**src/rtl/reg_file_pkg.sv**
```systemverilog
// Shared word/register-address defines plus the package view of them used by the
// register file and the operand-select mux.
`ifndef REG_FILE_DEFINES_SV
`define REG_FILE_DEFINES_SV
`define WORD_W        32
`define WORD_BUS      31:0
`define REG_ADDR_W    5
`define REG_ADDR_BUS  4:0
`define REG_NUM       32
`endif

package reg_file_pkg;

  localparam int unsigned WordW    = `WORD_W;
  localparam int unsigned RegAddrW = `REG_ADDR_W;
  localparam int unsigned RegNum   = `REG_NUM;

  typedef logic [`WORD_BUS]     word_t;
  typedef logic [`REG_ADDR_BUS] reg_addr_t;

endpackage

```
**src/rtl/reg_file.sv**
```systemverilog
// Two-read/one-write register file with write-back bypass and a per-register
// pending-write scoreboard for issue-time hazard detection.
module reg_file
  import reg_file_pkg::*;
#(
  parameter int unsigned ADDR_W = RegAddrW,
  parameter int unsigned DATA_W = WordW
) (
  input  logic              clk,
  input  logic              rst,
  input  logic              re1,
  input  logic [ADDR_W-1:0] raddr1,
  output logic [DATA_W-1:0] rdata1,
  output logic              busy1,
  input  logic              re2,
  input  logic [ADDR_W-1:0] raddr2,
  output logic [DATA_W-1:0] rdata2,
  output logic              busy2,
  input  logic              we,
  input  logic [ADDR_W-1:0] waddr,
  input  logic [DATA_W-1:0] wdata,
  input  logic              set_busy,
  input  logic [ADDR_W-1:0] set_addr
);

  localparam int unsigned NumRegs = 2 ** ADDR_W;

  logic [DATA_W-1:0]  mem_q [NumRegs];
  logic [NumRegs-1:0] busy_q, busy_d;
  logic               wr_en, set_en;

  assign wr_en  = we && (waddr != '0);
  assign set_en = set_busy && (set_addr != '0);

  always_ff @(posedge clk or posedge rst) begin
    if (rst) begin
      for (int i = 0; i < NumRegs; i++) begin
        mem_q[i] <= '0;
      end
    end else if (wr_en) begin
      mem_q[waddr] <= wdata;
    end
  end

  // Set is applied after clear so a newer producer issued on the same edge wins.
  always_comb begin
    busy_d = busy_q;
    if (wr_en) begin
      busy_d[waddr] = 1'b0;
    end
    if (set_en) begin
      busy_d[set_addr] = 1'b1;
    end
    busy_d[0] = 1'b0;
  end

  always_ff @(posedge clk or posedge rst) begin
    if (rst) begin
      busy_q <= '0;
    end else begin
      busy_q <= busy_d;
    end
  end

  always_comb begin
    rdata1 = '0;
    busy1  = 1'b0;
    if (!rst && re1 && (raddr1 != '0)) begin
      if (we && (waddr == raddr1)) begin
        rdata1 = wdata;
        busy1  = set_busy && (set_addr == raddr1) && busy_q[raddr1];
      end else begin
        rdata1 = mem_q[raddr1];
        busy1  = busy_q[raddr1];
      end
    end
  end

  always_comb begin
    rdata2 = '0;
    busy2  = 1'b0;
    if (!rst && re2 && (raddr2 != '0)) begin
      if (we && (waddr == raddr2)) begin
        rdata2 = wdata;
        busy2  = set_busy && (set_addr == raddr2) && busy_q[raddr2];
      end else begin
        rdata2 = mem_q[raddr2];
        busy2  = busy_q[raddr2];
      end
    end
  end

endmodule

```
**config.mk**
```make
export PLATFORM = sky130hd
export DESIGN_NAME = reg_file
export DESIGN_NICKNAME = d
export VERILOG_FILES = /design/src/rtl/reg_file_pkg.sv /design/src/rtl/reg_file.sv
export SDC_FILE = /design/constraint.sdc
export NUM_CORES = 2
export LEC_CHECK = 0
export ABC_CLOCK_PERIOD_IN_PS = 43500
export BUFFER_PORTS_ARGS = -buffer_cell sky130_fd_sc_hd__buf_4
export CORE_MARGIN = 2
export CORE_UTILIZATION = 35
export DETAILED_ROUTE_END_ITERATION = 8
export PLACE_DENSITY = 0.48
export SLEW_MARGIN = 20
export SYNTH_ARGS = -nofsm -noshare
export SYNTH_HDL_FRONTEND = slang
export SYNTH_SLANG_ARGS = --single-unit
```
**constraint.sdc**
```tcl
create_clock -name clk -period 43.5 [get_ports clk]
set_input_delay 8.7 -clock clk [delete_from_list [all_inputs] [get_ports clk]]
set_output_delay 8.7 -clock clk [all_outputs]
set_load 0.05 [all_outputs]
```
==> impl_metrics.json <==
{
  "clock_latency_ns": 0.73,
  "path_common_cell": "sky130_fd_sc_hd__buf_4",
  "period_minus_slack_ns": 21.49,
  "detailedPlacementHpwl_um": 117000,
  "start_kind": "input port",
  "worstHoldPathType": "reg2reg",
  "initial_antenna_violation_count": 12,
  "pin_count_of_the_biggest_net_entering_global_routing": 168,
  "grt_first_pass_wirelength_um": 305000,
  "die_h_um": 408,
  "ys_types": 53,
  "report.final.slew_viol_count": 0,
  "ys_seq_elements": 1055,
  "tightestPinTransition_ns": 1.24,
  "cts.sink_count": 1055,
  "syn_area_per_cell_um2": 14.2,
  "final-setup-viol-count": 0,
  "run_status": "completed",
  "path_cells": "buf_6 -> buf_4 -> buf_4 -> xor2_1 -> nor4_1 -> a31o_2 -> buf_4 -> a21oi_1 -> a221o_1 -> buf_4",
  "wl_per_cell_um": 34.9,
  "numPortBuffers": 123,
  "area_growth_pct": 10.9,
  "synth_largest_area_cell": "sky130_fd_sc_hd__dfrtp_1",
  "placedInstanceArea_um2": 59600,
  "dominantRegCellSynth": "sky130_fd_sc_hd__dfrtp_1",
  "post_synth_main_area_contributors": "sky130_fd_sc_hd__dfrtp_1 46%, sky130_fd_sc_hd__mux2_2 19%, sky130_fd_sc_hd__mux4_2 15%",
  "clock_path_buffers": 3,
  "final_nets": 3927,
  "max-cap-violations": 0,
  "die_width_um": 408,
  "timing.critical_path.from": "raddr2[2]",
  "rows": 148,
  "routed-via-count": 38100,
  "detail_route.wirelength_um": 215000,
  "postCtsSetupBuffers": 0,
  "design.portCount": 124,
  "post_cts_repair_resize_count": 0,
  "r2r_setup_slack_ns": 42.70,
  "holdCritStartpoint": "mem_q[1009]",
  "type_of_element_capturing_the_critical_path": "output pin",
  "synth.cell_area_um2": 57300,
  "clock_tree.root_cell": "sky130_fd_sc_hd__clkbuf_16",
  "first_global_vias": 39200,
  "ant_nets": 0,
  "synth_top_cell_area_share": 0.461,
  "fmaxAchievable_ghz": 0.0465,
  "overflow": 0,
  "drt_first_iter_violations": 3583,
  "hold_viol": 0,
  "timing.hold.worst_path_depth": 0,
  "critPathMaxStageDelay_ns": 0.63,
  "post_synth_most_frequent_cells": "1055 x sky130_fd_sc_hd__dfrtp_1, 973 x sky130_fd_sc_hd__mux2_2, 390 x sky130_fd_sc_hd__mux4_2, 270 x sky130_fd_sc_hd__mux2i_1, 216 x sky130_fd_sc_hd__clkbuf_1",
  "post-route-period-util": 0.494,
  "min_delay_worst_endpoint": "mem_q[1009]",
  "worst_setup_hold_path_clk_slew_ns": 0.06,
  "cp_data_required_time_ns": 34.80,
  "synth.yosys.seq_area_share": 0.461,
  "cellLeakagePower_uw": 0.0273,
  "final_layout_size_suffix_gt1_frac": 0.461,
  "timing.max_slew.rel_slack": 0.176,
  "worst_path_max_delay_cell": "sky130_fd_sc_hd__a31o_2",
  "first_pass_iters": 5,
  "postSynth.asyncResetShare": 1.00,
  "power_density_nw_per_um2": 46.2,
  "ff2ff_path_depth": 1,
  "filler_cell_count": 15500,
  "criticalPathCategory": "in2out",
  "tns_ns": 0,
  "gp_congestion": 0.821,
  "cts_htree_levels": 3,
  "cts_tree": "yes",
  "number_of_flops_mapped_to_enable_cells_by_yosys": 0,
  "synthesis.nets": 4080,
  "vdd_ir_drop_max_mv": 0.0331,
  "synth.yosys.warnings": 0,
  "rsz0062_at_grt": "false",
  "drc_violations_left": 0,
  "initial_core_util": 0.352,
  "r2r-end": "mem_q[830]",
  "post-synth-top-count-cell": "sky130_fd_sc_hd__dfrtp_1",
  "design_area_final_um2": 63500,
  "cp_data_arrival_time_ns": 12.79,
  "critical_path.reg2reg.startpoint": "mem_q[830]",
  "routed_via_density": 6.20,
  "post_synth_inst_count": 4022,
  "fin_worst_skew_ns": 0,
  "post_cts_hold_buffer_count": 0,
  "core_outline_area_um2": 163000,
  "total_global_route_track_usage": 0.254,
  "die_area_um2": 167000,
  "worst-path-max-fanout": 27,
  "cts_inserted_buffers": 119
}
==> worst max-delay path by stage <==
stage                            end  slack [ns]  cells past startpoint
final                      rdata2[4]       22.01                     10
after global routing       rdata2[0]       21.83                      9
after CTS                 rdata2[19]       22.04                      8
after detailed placement  rdata2[19]       22.05                      8
after global placement    rdata2[19]       21.97                      8
after floorplan           rdata1[10]        8.27                      5
==> through the flow <==
stage                     power [µW]  cells  setup slack [ns]   util  hold WS, ns
after floorplan                 1750   4022              8.27      -        0.441
after global placement          1900   5923             21.97  0.366        0.377
after detailed placement        1910   5923             22.05  0.366        0.383
after CTS                       2950   6139             22.04  0.391        0.397
after global routing            3060   6139             21.83  0.391        0.407
final                           2940   6145             22.01  0.391        0.391
==> where the power goes <==
group | leakage, µW | internal, µW | switching (µW)
sequential | 0.0135 | 1170 | 130
combinational | 0.0119 | 329 | 269
clock | 0.00194 | 608 | 429
==> state kept, by name, indices dropped and copies added (netlist names) <==
register / flops
mem_q: 1024
busy_q: 31
==> worst max-delay path, delay by kind of cell <==
kind / cells / cell delay [ns]
buf+inv: 5 / 2.19
compound gates: 3 / 1.26
simple gates: 1 / 0.36
xor+xnor: 1 / 0.13
==> cell usage in the layout, fill, tap and decap left out, types with 40 or more instances in the layout <==
| cell type | n |
|---|---|
| sky130_fd_sc_hd__a221oi_1 | 129 |
| sky130_fd_sc_hd__nor2_1 | 65 |
| sky130_fd_sc_hd__o21bai_1 | 62 |
| sky130_fd_sc_hd__buf_4 | 186 |
| sky130_fd_sc_hd__clkbuf_1 | 40 |
| sky130_fd_sc_hd__mux2i_1 | 270 |
| sky130_fd_sc_hd__mux2_2 | 973 |
| sky130_fd_sc_hd__o21ai_1 | 56 |
| sky130_fd_sc_hd__clkbuf_16 | 123 |
| sky130_fd_sc_hd__dfrtp_1 | 1055 |
| sky130_fd_sc_hd__o21ai_0 | 80 |
| sky130_fd_sc_hd__mux4_2 | 390 |
| sky130_fd_sc_hd__a21oi_1 | 68 |
| sky130_fd_sc_hd__a22oi_1 | 128 |
| sky130_fd_sc_hd__a221o_1 | 62 |
==> cell families after synthesis <==
group / Yosys count / synth area share
multiplexers: 1662 / 0.400
flip-flops: 1055 / 0.461
AO/OA/AOI/OAI: 625 / 0.0799
buffers and inverters: 481 / 0.0415
AND/OR/NAND/NOR: 179 / 0.0149
XOR/XNOR: 20 / 0.00306
==> area by class of cell <==
class / instances / area [µm²] / area share
diodes: 6 / 15.0 / 0.000236
clock buffers: 186 / 3540 / 0.0558
clock inverters: 30 / 400 / 0.00630
inverters: 8 / 38.8 / 0.000611
multi-input cells: 2486 / 28800 / 0.453
flip-flops and latches: 1055 / 26400 / 0.416
well taps: 2175 / 2720 / 0.0428
repair buffers: 199 / 1620 / 0.0255
==> metal layers <==
metal  vias to the layer above  global-route usage  wire length, µm
met5                         -                   0               55
met4                         8              0.0745             6800
met3                       358              0.0501            14800
met2                      1378               0.386            95900
met1                     21000               0.368            97000
li1                      15300                   -                -
No activity file was read; power rests on OpenSTA's default activity.
